===== config.mk =====
export PLATFORM = sky130hd
export DESIGN_NAME = itlb_refill_ctrl_flat
export DESIGN_NICKNAME = d
export VERILOG_FILES = /design/src/rtl/itlb_refill_ctrl_if.sv /design/src/rtl/itlb_refill_ctrl.sv /design/src/flat_wrapper.sv
export SDC_FILE = /design/constraint.sdc
export NUM_CORES = 1
export LEC_CHECK = 0
export ABC_AREA = 1
export CORE_MARGIN = 1
export CORE_UTILIZATION = 25
export CTS_CLUSTER_SIZE = 24
export DETAILED_ROUTE_END_ITERATION = 8
export GPL_TIMING_DRIVEN = 1
export MAX_ROUTING_LAYER = met4
export PLACE_DENSITY = 0.67
export SYNTH_ARGS = -nofsm -noshare
export SYNTH_HDL_FRONTEND = slang
export SYNTH_SLANG_ARGS = --single-unit

===== constraint.sdc =====
create_clock -name clk_i -period 1.7 [get_ports clk_i]
set_input_delay 0.17 -clock clk_i [delete_from_list [all_inputs] [get_ports clk_i]]
set_output_delay 0.17 -clock clk_i [all_outputs]
set_load 0.01 [all_outputs]

===== src/rtl/itlb_refill_ctrl_if.sv =====
// PTW request/response channel between the ITLB refill controller (master) and the walker.
interface itlb_refill_ctrl_if #(
   parameter int unsigned ASID_WD = 9,
   parameter int unsigned VPN_WD  = 20,
   parameter int unsigned PPN_WD  = 22
);
   logic               ptw_req_valid;
   logic               ptw_req_ready;
   logic [ASID_WD-1:0] ptw_req_asid;
   logic [VPN_WD-1:0]  ptw_req_vpn;
   logic               ptw_resp_valid;
   logic [PPN_WD-1:0]  ptw_resp_ppn;
   logic               ptw_resp_g;
   logic               ptw_resp_fault;

   modport master (
      output ptw_req_valid, ptw_req_asid, ptw_req_vpn,
      input  ptw_req_ready, ptw_resp_valid, ptw_resp_ppn, ptw_resp_g, ptw_resp_fault
   );

   modport slave (
      input  ptw_req_valid, ptw_req_asid, ptw_req_vpn,
      output ptw_req_ready, ptw_resp_valid, ptw_resp_ppn, ptw_resp_g, ptw_resp_fault
   );
endinterface


===== src/rtl/itlb_refill_ctrl.sv =====
// ITLB miss/refill controller: detects a lookup miss, runs a PTW request and writes
// the translation into a victim CAM line (first invalid line, else round-robin).
module itlb_refill_ctrl #(
   parameter int unsigned NUM_ENTRIES = 8,
   parameter int unsigned ASID_WD     = 9,
   parameter int unsigned VPN_WD      = 20,
   parameter int unsigned PPN_WD      = 22
) (
   input  logic                   clk_i,
   input  logic                   rst_i,
   input  logic                   tlb_flush_i,
   input  logic                   lookup_valid_i,
   input  logic [ASID_WD-1:0]     lookup_asid_i,
   input  logic [VPN_WD-1:0]      lookup_vpn_i,
   input  logic [NUM_ENTRIES-1:0] hit_vec_i,
   input  logic [NUM_ENTRIES-1:0] valid_vec_i,
   output logic                   busy_o,
   itlb_refill_ctrl_if.master     ptw,
   output logic [NUM_ENTRIES-1:0] fill_we_o,
   output logic [ASID_WD-1:0]     fill_asid_o,
   output logic [VPN_WD-1:0]      fill_vpn_o,
   output logic [PPN_WD-1:0]      fill_ppn_o,
   output logic                   fill_g_o,
   output logic                   fault_o
);

   localparam int unsigned IdxW = $clog2(NUM_ENTRIES);

   typedef enum logic [1:0] {StIdle, StReq, StWait, StFill} state_e;

   state_e             state_q, state_d;
   logic [ASID_WD-1:0] asid_q, asid_d;
   logic [VPN_WD-1:0]  vpn_q, vpn_d;
   logic [PPN_WD-1:0]  ppn_q, ppn_d;
   logic               g_q, g_d;
   logic [IdxW-1:0]    rr_ptr_q, rr_ptr_d;
   logic               drop_q, drop_d;
   logic               fault_q, fault_d;

   logic               drop_eff;
   logic               free_found;
   logic [IdxW-1:0]    free_idx;
   logic [IdxW-1:0]    victim_idx;

   // A flush arriving together with the response must also discard it.
   assign drop_eff = drop_q | tlb_flush_i;

   always_comb begin
      free_found = 1'b0;
      free_idx   = '0;
      for (int i = NUM_ENTRIES - 1; i >= 0; i--) begin
         if (!valid_vec_i[i]) begin
            free_found = 1'b1;
            free_idx   = IdxW'(i);
         end
      end
      victim_idx = free_found ? free_idx : rr_ptr_q;
   end

   always_comb begin
      state_d   = state_q;
      asid_d    = asid_q;
      vpn_d     = vpn_q;
      ppn_d     = ppn_q;
      g_d       = g_q;
      rr_ptr_d  = rr_ptr_q;
      drop_d    = drop_q;
      fault_d   = 1'b0;
      fill_we_o = '0;

      unique case (state_q)
         StIdle: begin
            if (lookup_valid_i && (hit_vec_i == '0) && !tlb_flush_i) begin
               asid_d  = lookup_asid_i;
               vpn_d   = lookup_vpn_i;
               state_d = StReq;
            end
         end
         StReq: begin
            if (tlb_flush_i) drop_d = 1'b1;
            if (ptw.ptw_req_ready) state_d = StWait;
         end
         StWait: begin
            if (tlb_flush_i) drop_d = 1'b1;
            if (ptw.ptw_resp_valid) begin
               if (ptw.ptw_resp_fault || drop_eff) begin
                  fault_d = ptw.ptw_resp_fault & ~drop_eff;
                  state_d = StIdle;
               end else begin
                  ppn_d   = ptw.ptw_resp_ppn;
                  g_d     = ptw.ptw_resp_g;
                  state_d = StFill;
               end
            end
         end
         StFill: begin
            if (!tlb_flush_i) begin
               fill_we_o = NUM_ENTRIES'(1) << victim_idx;
               if (!free_found) rr_ptr_d = rr_ptr_q + IdxW'(1);
            end
            state_d = StIdle;
         end
      endcase

      if (tlb_flush_i) rr_ptr_d = '0;
      if (state_d == StIdle) drop_d = 1'b0;
   end

   always_ff @(posedge clk_i) begin
      if (rst_i) begin
         state_q  <= StIdle;
         asid_q   <= '0;
         vpn_q    <= '0;
         ppn_q    <= '0;
         g_q      <= 1'b0;
         rr_ptr_q <= '0;
         drop_q   <= 1'b0;
         fault_q  <= 1'b0;
      end else begin
         state_q  <= state_d;
         asid_q   <= asid_d;
         vpn_q    <= vpn_d;
         ppn_q    <= ppn_d;
         g_q      <= g_d;
         rr_ptr_q <= rr_ptr_d;
         drop_q   <= drop_d;
         fault_q  <= fault_d;
      end
   end

   assign busy_o            = (state_q != StIdle);
   assign ptw.ptw_req_valid = (state_q == StReq);
   assign ptw.ptw_req_asid  = asid_q;
   assign ptw.ptw_req_vpn   = vpn_q;
   assign fill_asid_o       = asid_q;
   assign fill_vpn_o        = vpn_q;
   assign fill_ppn_o        = ppn_q;
   assign fill_g_o          = g_q;
   assign fault_o           = fault_q;

endmodule


===== src/flat_wrapper.sv =====
// flat-port wrapper written by rule: the top's interface ports become plain ports
module itlb_refill_ctrl_flat 
#(
   parameter int unsigned NUM_ENTRIES = 8,
   parameter int unsigned ASID_WD     = 9,
   parameter int unsigned VPN_WD      = 20,
   parameter int unsigned PPN_WD      = 22
)
  (clk_i, rst_i, tlb_flush_i, lookup_valid_i, lookup_asid_i, lookup_vpn_i, hit_vec_i, valid_vec_i, busy_o, fill_we_o, fill_asid_o, fill_vpn_o, fill_ppn_o, fill_g_o, fault_o, ptw_ptw_req_valid, ptw_ptw_req_asid, ptw_ptw_req_vpn, ptw_ptw_req_ready, ptw_ptw_resp_valid, ptw_ptw_resp_ppn, ptw_ptw_resp_g, ptw_ptw_resp_fault);
  itlb_refill_ctrl_if #(.ASID_WD(ASID_WD), .VPN_WD(VPN_WD), .PPN_WD(PPN_WD)) ptw_i ();
  input  logic clk_i;
  input  logic rst_i;
  input  logic tlb_flush_i;
  input  logic lookup_valid_i;
  input  logic [ASID_WD-1:0] lookup_asid_i;
  input  logic [VPN_WD-1:0] lookup_vpn_i;
  input  logic [NUM_ENTRIES-1:0] hit_vec_i;
  input  logic [NUM_ENTRIES-1:0] valid_vec_i;
  output logic busy_o;
  output logic [NUM_ENTRIES-1:0] fill_we_o;
  output logic [ASID_WD-1:0] fill_asid_o;
  output logic [VPN_WD-1:0] fill_vpn_o;
  output logic [PPN_WD-1:0] fill_ppn_o;
  output logic fill_g_o;
  output logic fault_o;
  output wire logic [$bits(ptw_i.ptw_req_valid)-1:0] ptw_ptw_req_valid;
  output wire logic [$bits(ptw_i.ptw_req_asid)-1:0] ptw_ptw_req_asid;
  output wire logic [$bits(ptw_i.ptw_req_vpn)-1:0] ptw_ptw_req_vpn;
  input wire logic [$bits(ptw_i.ptw_req_ready)-1:0] ptw_ptw_req_ready;
  input wire logic [$bits(ptw_i.ptw_resp_valid)-1:0] ptw_ptw_resp_valid;
  input wire logic [$bits(ptw_i.ptw_resp_ppn)-1:0] ptw_ptw_resp_ppn;
  input wire logic [$bits(ptw_i.ptw_resp_g)-1:0] ptw_ptw_resp_g;
  input wire logic [$bits(ptw_i.ptw_resp_fault)-1:0] ptw_ptw_resp_fault;
  assign ptw_ptw_req_valid = ptw_i.ptw_req_valid;
  assign ptw_ptw_req_asid = ptw_i.ptw_req_asid;
  assign ptw_ptw_req_vpn = ptw_i.ptw_req_vpn;
  assign ptw_i.ptw_req_ready = ptw_ptw_req_ready;
  assign ptw_i.ptw_resp_valid = ptw_ptw_resp_valid;
  assign ptw_i.ptw_resp_ppn = ptw_ptw_resp_ppn;
  assign ptw_i.ptw_resp_g = ptw_ptw_resp_g;
  assign ptw_i.ptw_resp_fault = ptw_ptw_resp_fault;
  itlb_refill_ctrl #(.NUM_ENTRIES(NUM_ENTRIES), .ASID_WD(ASID_WD), .VPN_WD(VPN_WD), .PPN_WD(PPN_WD)) u_core (.clk_i(clk_i), .rst_i(rst_i), .tlb_flush_i(tlb_flush_i), .lookup_valid_i(lookup_valid_i), .lookup_asid_i(lookup_asid_i), .lookup_vpn_i(lookup_vpn_i), .hit_vec_i(hit_vec_i), .valid_vec_i(valid_vec_i), .busy_o(busy_o), .ptw(ptw_i), .fill_we_o(fill_we_o), .fill_asid_o(fill_asid_o), .fill_vpn_o(fill_vpn_o), .fill_ppn_o(fill_ppn_o), .fill_g_o(fill_g_o), .fault_o(fault_o));
endmodule

## After elaboration in Yosys (flattened, before gate mapping)

Cells that the tools add are included.

| cells by class | value |
|---|---|
| add/sub/neg operators | 1 |
| eq/ne operators | 3 |
| shift operators | 1 |
| multiplexer cells | 24 |
| bitwise gates (word level) | 7 |
| reductions and logical operators | 16 |

Operator list:

| cell | count |
|---|---|
| $mux W3 | 9 |
| $mux W8 | 2 |
| $logic_not A8 Y1 | 1 |
| $mux W1 | 8 |
| $mux W2 | 4 |
| $pmux W2 S4 | 1 |
| $shl A1 B3 Y8 const A | 1 |
| $reduce_and A2 Y1 | 3 |
| $reduce_or A2 Y1 | 3 |
| $not A1 Y1 | 5 |
| $eq A2 B2 Y1 const B | 2 |
| $logic_not A2 Y1 | 2 |
| $reduce_or A4 Y1 | 1 |
| $add A3 B1 Y3 const B | 1 |
| $reduce_and A3 Y1 | 1 |
| $eq A2 B1 Y1 const B | 1 |
| $logic_and A1 B1 Y1 | 2 |
| $reduce_bool A2 Y1 | 1 |
| $and A1 B1 Y1 | 1 |
| $logic_not A1 Y1 | 1 |
| $logic_or A1 B1 Y1 | 1 |
| $or A1 B1 Y1 | 1 |

| word-level totals | value |
|---|---|
| bits in registers | 59 |
| bits of input ports | 75 |
| word-level logic and storage cells | 60 |

## Logic depth before layout (Yosys ltp)

| depth | value |
|---|---|
| word-level depth | 12 |
| gate-level depth with buffers | 10 |
| depth with buffers taken out | 10 |

## Least setup slack after synthesis

Ideal clock, no wire load.

| timing | value |
|---|---|
| path type | reg2reg |
| from | reg u_core.state_q[0] |
| to | reg u_core.ppn_q[10] (netlist: u_core.fill_ppn_o[10]) |
| setup time | 0.128 ns |
| arrival | 1.304 ns |
| setup slack | 0.268 ns |
| cell stages (with the launch flop) | 7 |
| period minus slack after synthesis | 1.432 ns |
| path through | dfxtp_1 -> inv_1 -> ha_1 -> nand4_1 -> clkbuf_1 -> o21ai_0 -> a21oi_1 |

| on the way | value |
|---|---|
| longest elaborated chain between the ends | 2 |

Ends and longest elaborated chain:

| what | line | RTL |
|---|---|---|
| start: declaration | itlb_refill_ctrl.sv:31 | `state_e state_q, state_d;` |
| start signal: assignment | itlb_refill_ctrl.sv:111 | `state_q <= StIdle;` |
| start signal: assignment | itlb_refill_ctrl.sv:120 | `state_q <= state_d;` |
| $eq A2 B2 Y1 | itlb_refill_ctrl.sv:71 | `unique case (state_q)` |
| $reduce_and A3 Y1 (no source line) | -- |  |
| end signal: assignment | itlb_refill_ctrl.sv:123 | `ppn_q <= ppn_d;` |
| end: declaration | itlb_refill_ctrl.sv:34 | `logic [PPN_WD-1:0] ppn_q, ppn_d;` |

No other way between the ends.
A chain may end at the register's enable or synchronous reset.

## Worst setup path after layout

| timing | value |
|---|---|
| from | in valid_vec_i[4] |
| to | out fill_we_o[2] |

| on the way | value |
|---|---|
| longest elaborated chain between the ends | 9 |
| elaborated cells between the ends (all ways) | 14 |
| classes of those cells | shift: 1; mux: 13 |

Ends and longest elaborated chain:

| what | line | RTL |
|---|---|---|
| start: declaration | flat_wrapper.sv:18 | `input logic [NUM_ENTRIES-1:0] valid_vec_i;` |
| $mux W3 or $mux W1 (tied branches) (5 in series) | itlb_refill_ctrl.sv:52 | `if (!valid_vec_i[i]) begin` |
| $mux W3 (*) | itlb_refill_ctrl.sv:57 | `victim_idx = free_found ? free_idx : rr_ptr_q;` |
| $shl A1 B3 Y8 (*) | itlb_refill_ctrl.sv:98 | `fill_we_o = NUM_ENTRIES'(1) << victim_idx;` |
| $mux W8 (*) | itlb_refill_ctrl.sv:97 | `if (!tlb_flush_i) begin` |
| $mux W8 (*) | itlb_refill_ctrl.sv:71 |  |
| end: declaration | flat_wrapper.sv:20 | `output logic [NUM_ENTRIES-1:0] fill_we_o;` |

Mark *: on every way between the ends. The rest lies on a longest branch, timed or not.

==> results.json <==
{
  "syn_nets": 443,
  "leakage_nw": 1.82,
  "antenna_left": 0,
  "ys_ff_latch": 59,
  "yosysSeqAreaShare_pct": 44.4,
  "hp-class": "in -> reg",
  "vias_per_cell": 4.29,
  "yosys_warnings": 0,
  "dieArea_um2": 11100,
  "pwr-share-clk_pct": 43.6,
  "max_stage_delay_ns": 0.24,
  "critPathKind": "in -> out",
  "regToRegStartpoint": "u_core.state_q[0]$_SDFF_PP0_",
  "grt_pass1_wl_um": 12500,
  "wl_um": 7670,
  "max-vdd-ir-drop_mv": 0.362,
  "p_comb_share_pct": 10.8,
  "htreeDepth": 3,
  "crit_path_start": "valid_vec_i[4]",
  "cts_hold_buf": 0,
  "setup_viol": 0,
  "internal_power_mw": 2.35,
  "fmax_mhz": 622,
  "p_per_area_nw_per_um2": 669,
  "min_period_ns": 1.61,
  "antennaDiodeCount": 0,
  "reg2reg_slack_ns": 0.19,
  "overflow": 0,
  "r2r-end": "u_core.fill_ppn_o[18]$_SDFFE_PP0P_",
  "final_cells": 652,
  "gp_congestion": 0.776,
  "switchingPower_uw": 708,
  "rows": 37,
  "skew_ns": 0.00889,
  "endpoint_kind": "output pin",
  "seq_power_share_pct": 45.6,
  "vias": 2800,
  "io_pins": 167,
  "period_share_pct": 94.6,
  "antenna_found_initial": 0,
  "switching_share_pct": 23.2,
  "critical_path_arrival_ns": 1.44,
  "drv_slew": 0,
  "setup_slack_ns": 0.0912,
  "floorplan.initialDensity_pct": 25.8,
  "outcome": "finished, final reports clean",
  "rsz0062_at_grt": "no",
  "post-route-drc-count": 0,
  "die_x_um": 105,
  "grt.total_usage_pct": 14.7,
  "syn2layout_area_growth_pct": 71.7,
  "drt_pass1_iterations": 4,
  "hold_slack_ns": 0.422,
  "clockBufferDepth": 2,
  "cts_tree": "done",
  "postSynthCellCount": 362,
  "clock_latency_ns": 0.33,
  "synth_area_um2": 2660,
  "grt_max_degree": 47,
  "rr_worst_depth": 6,
  "wire_per_inst_um": 11.8,
  "crit_required_ns": 1.53,
  "p_total_mw": 3.06,
  "worst_pin_slew_ns": 0.264,
  "crit_chain": "dlygate4sd2_1, nand4_1, buf_4, o21bai_4, buf_4, nand3_2, nor2_1, clkdlybuf4s15_1",
  "hold_viol": 0,
  "core-area_um2": 10300,
  "fillers": 1043,
  "io_buffers": 166,
  "drtIter0Drc": 104,
  "clkTransAtPathRegs_ns": 0.07,
  "pre_cts_ws_ns": -0.434,
  "min_from": "lookup_vpn_i[6]",
  "first_global_vias": 2697,
  "crit_top_cell": "buf_4",
  "drive_gt1_share_pct": 9.30,
  "hpwl_um": 5790,
  "cpMaxStageDelayCell": "dlygate4sd2_1",
  "dp.cells": 631,
  "cts_root_buffer": "clkbuf_8",
  "avgSynthCellArea_um2": 7.35,
  "tns_ns": 0,
  "drv_cap": 0,
  "nNetsFinal": 592,
  "crit_path_start_kind": "primary input",
  "cts_sinks": 59,
  "slew_headroom_pct": 82.4,
  "numCtsBuffers": 9,
  "endpoint": "fill_we_o[2]",
  "ys_types": 24,
  "fp.dieH_um": 105,
  "path_max_fanout": 4
}
==> worst max-delay path: cells and delay by family <==
family	cells	cell delay, ns
AOI/OAI and AO/OA	1	0.13
buffers and inverters	4	0.78
and+or+nand+nor	3	0.36
==> repair_timing <==
item                       in CTS  in global routing
gates cloned                    0                  0
buffers inserted                5                  0
pin swaps                       5                  1
gates resized for setup        40                  7
setup endpoints to repair      10                  5
==> power by group through the flow <==
stage	sequential, mW	clock [mW]	combinational [mW]
global placement	1.42	0	0.332
detailed placement	1.42	0	0.338
CTS	1.39	1.41	0.332
global route	1.39	1.46	0.364
finish	1.39	1.33	0.330
floorplan	1.42	0	0.105
==> cell type report <==
class                   instances  area (um^2)  share of cell area [%]
clock buffers                  11          151                    3.32
flip-flops and latches         59         1190                    26.1
multi-input cells             222         1070                    23.5
well taps                     136          170                    3.73
repair buffers                182         1780                    39.0
inverters                      37          139                    3.04
clock inverters                 5         61.3                    1.34
==> per-layer routing <==
metal  share of wire [%]  GRT usage [%]  up-vias
li1                    -              -     1422
met1                  44           16.6     1249
met2                  47           24.5      122
met3                 7.7           4.74        7
met4                0.85           5.23        0
met5                   0              -        -
==> logic make-up after synthesis <==
logic type	share of synthesized area, %
simple gates	20.4
xor+xnor	0.329
compound gates	15.7
fa+ha+maj	2.82
flops	44.4
buf+inv	16.4
==> Yosys cell counts, drive strengths merged <==
master	number	area, um^2
nand3	13	65.1
nor2	80	305
nor3	1	10.0
inv	37	139
nand3b	1	7.51
clkbuf	9	33.8
xor2	1	8.76
ha	6	75.1
nand4	3	18.8
nor4	1	6.26
or2	2	12.5
a21oi	27	135
o21bai	1	7.51
dfxtp	59	1180
buf	35	263
nand2	31	116
o21ai	55	275
==> flip-flops by register name, summed over array words and instances, names as in the netlist <==
register            cells
u_core.drop_q           1
u_core.fill_asid_o      9
u_core.rr_ptr_q         3
u_core.fill_g_o         1
u_core.fill_vpn_o      20
u_core.fault_o          1
u_core.fill_ppn_o      22
u_core.state_q          2
==> metrics by stage <==
stage / area [um^2] / util (%)
3_3_place_gp: 4320 / 41.8
6_report: 4570 / 44.2
2_1_floorplan: 2660 / -
5_1_grt: 4570 / 44.2
3_5_place_dp: 4320 / 41.8
4_1_cts: 4570 / 44.3
==> how the worst min path moves through the flow <==
stage | end | slack [ns] | cells after the start
finish | u_core.fill_vpn_o[6]$_SDFFE_PP0P_ | 0.42 | 3
global route | u_core.fill_vpn_o[1]$_SDFFE_PP0P_ | 0.42 | 3
CTS | u_core.fill_vpn_o[6]$_SDFFE_PP0P_ | 0.40 | 3
detailed placement | u_core.fill_ppn_o[21]$_SDFFE_PP0P_ | 0.44 | 2
global placement | u_core.fill_ppn_o[17]$_SDFFE_PP0P_ | 0.43 | 2
floorplan | u_core.state_q[1]$_SDFF_PP0_ | 0.24 | 1
==> placed cells by master, fill, tap and decap left out <==
cell type and n:
o21bai_4 1, inv_1 36, bufinv_16 1, o21ai_1 11, ha_4 1, nor2_2 3, nand3_2 1, clkinv_4 1
ha_1 5, clkbuf_8 11, clkdlybuf4s50_1 148, nand4_1 3, o21ai_0 44, a21oi_1 27, dfxtp_2 1, buf_2 5
nand2_1 31, dlygate4sd2_1 11, clkinvlp_4 3, nand3b_1 1, nor3_2 1, dfxtp_4 2, clkdlybuf4s15_1 2, inv_2 1
nor4_1 1, nor2_1 77, xor2_1 1, nand3_1 12, dfxtp_1 56, or2_1 2, buf_12 3, buf_4 13
Power figures use the tool's default switching activity.
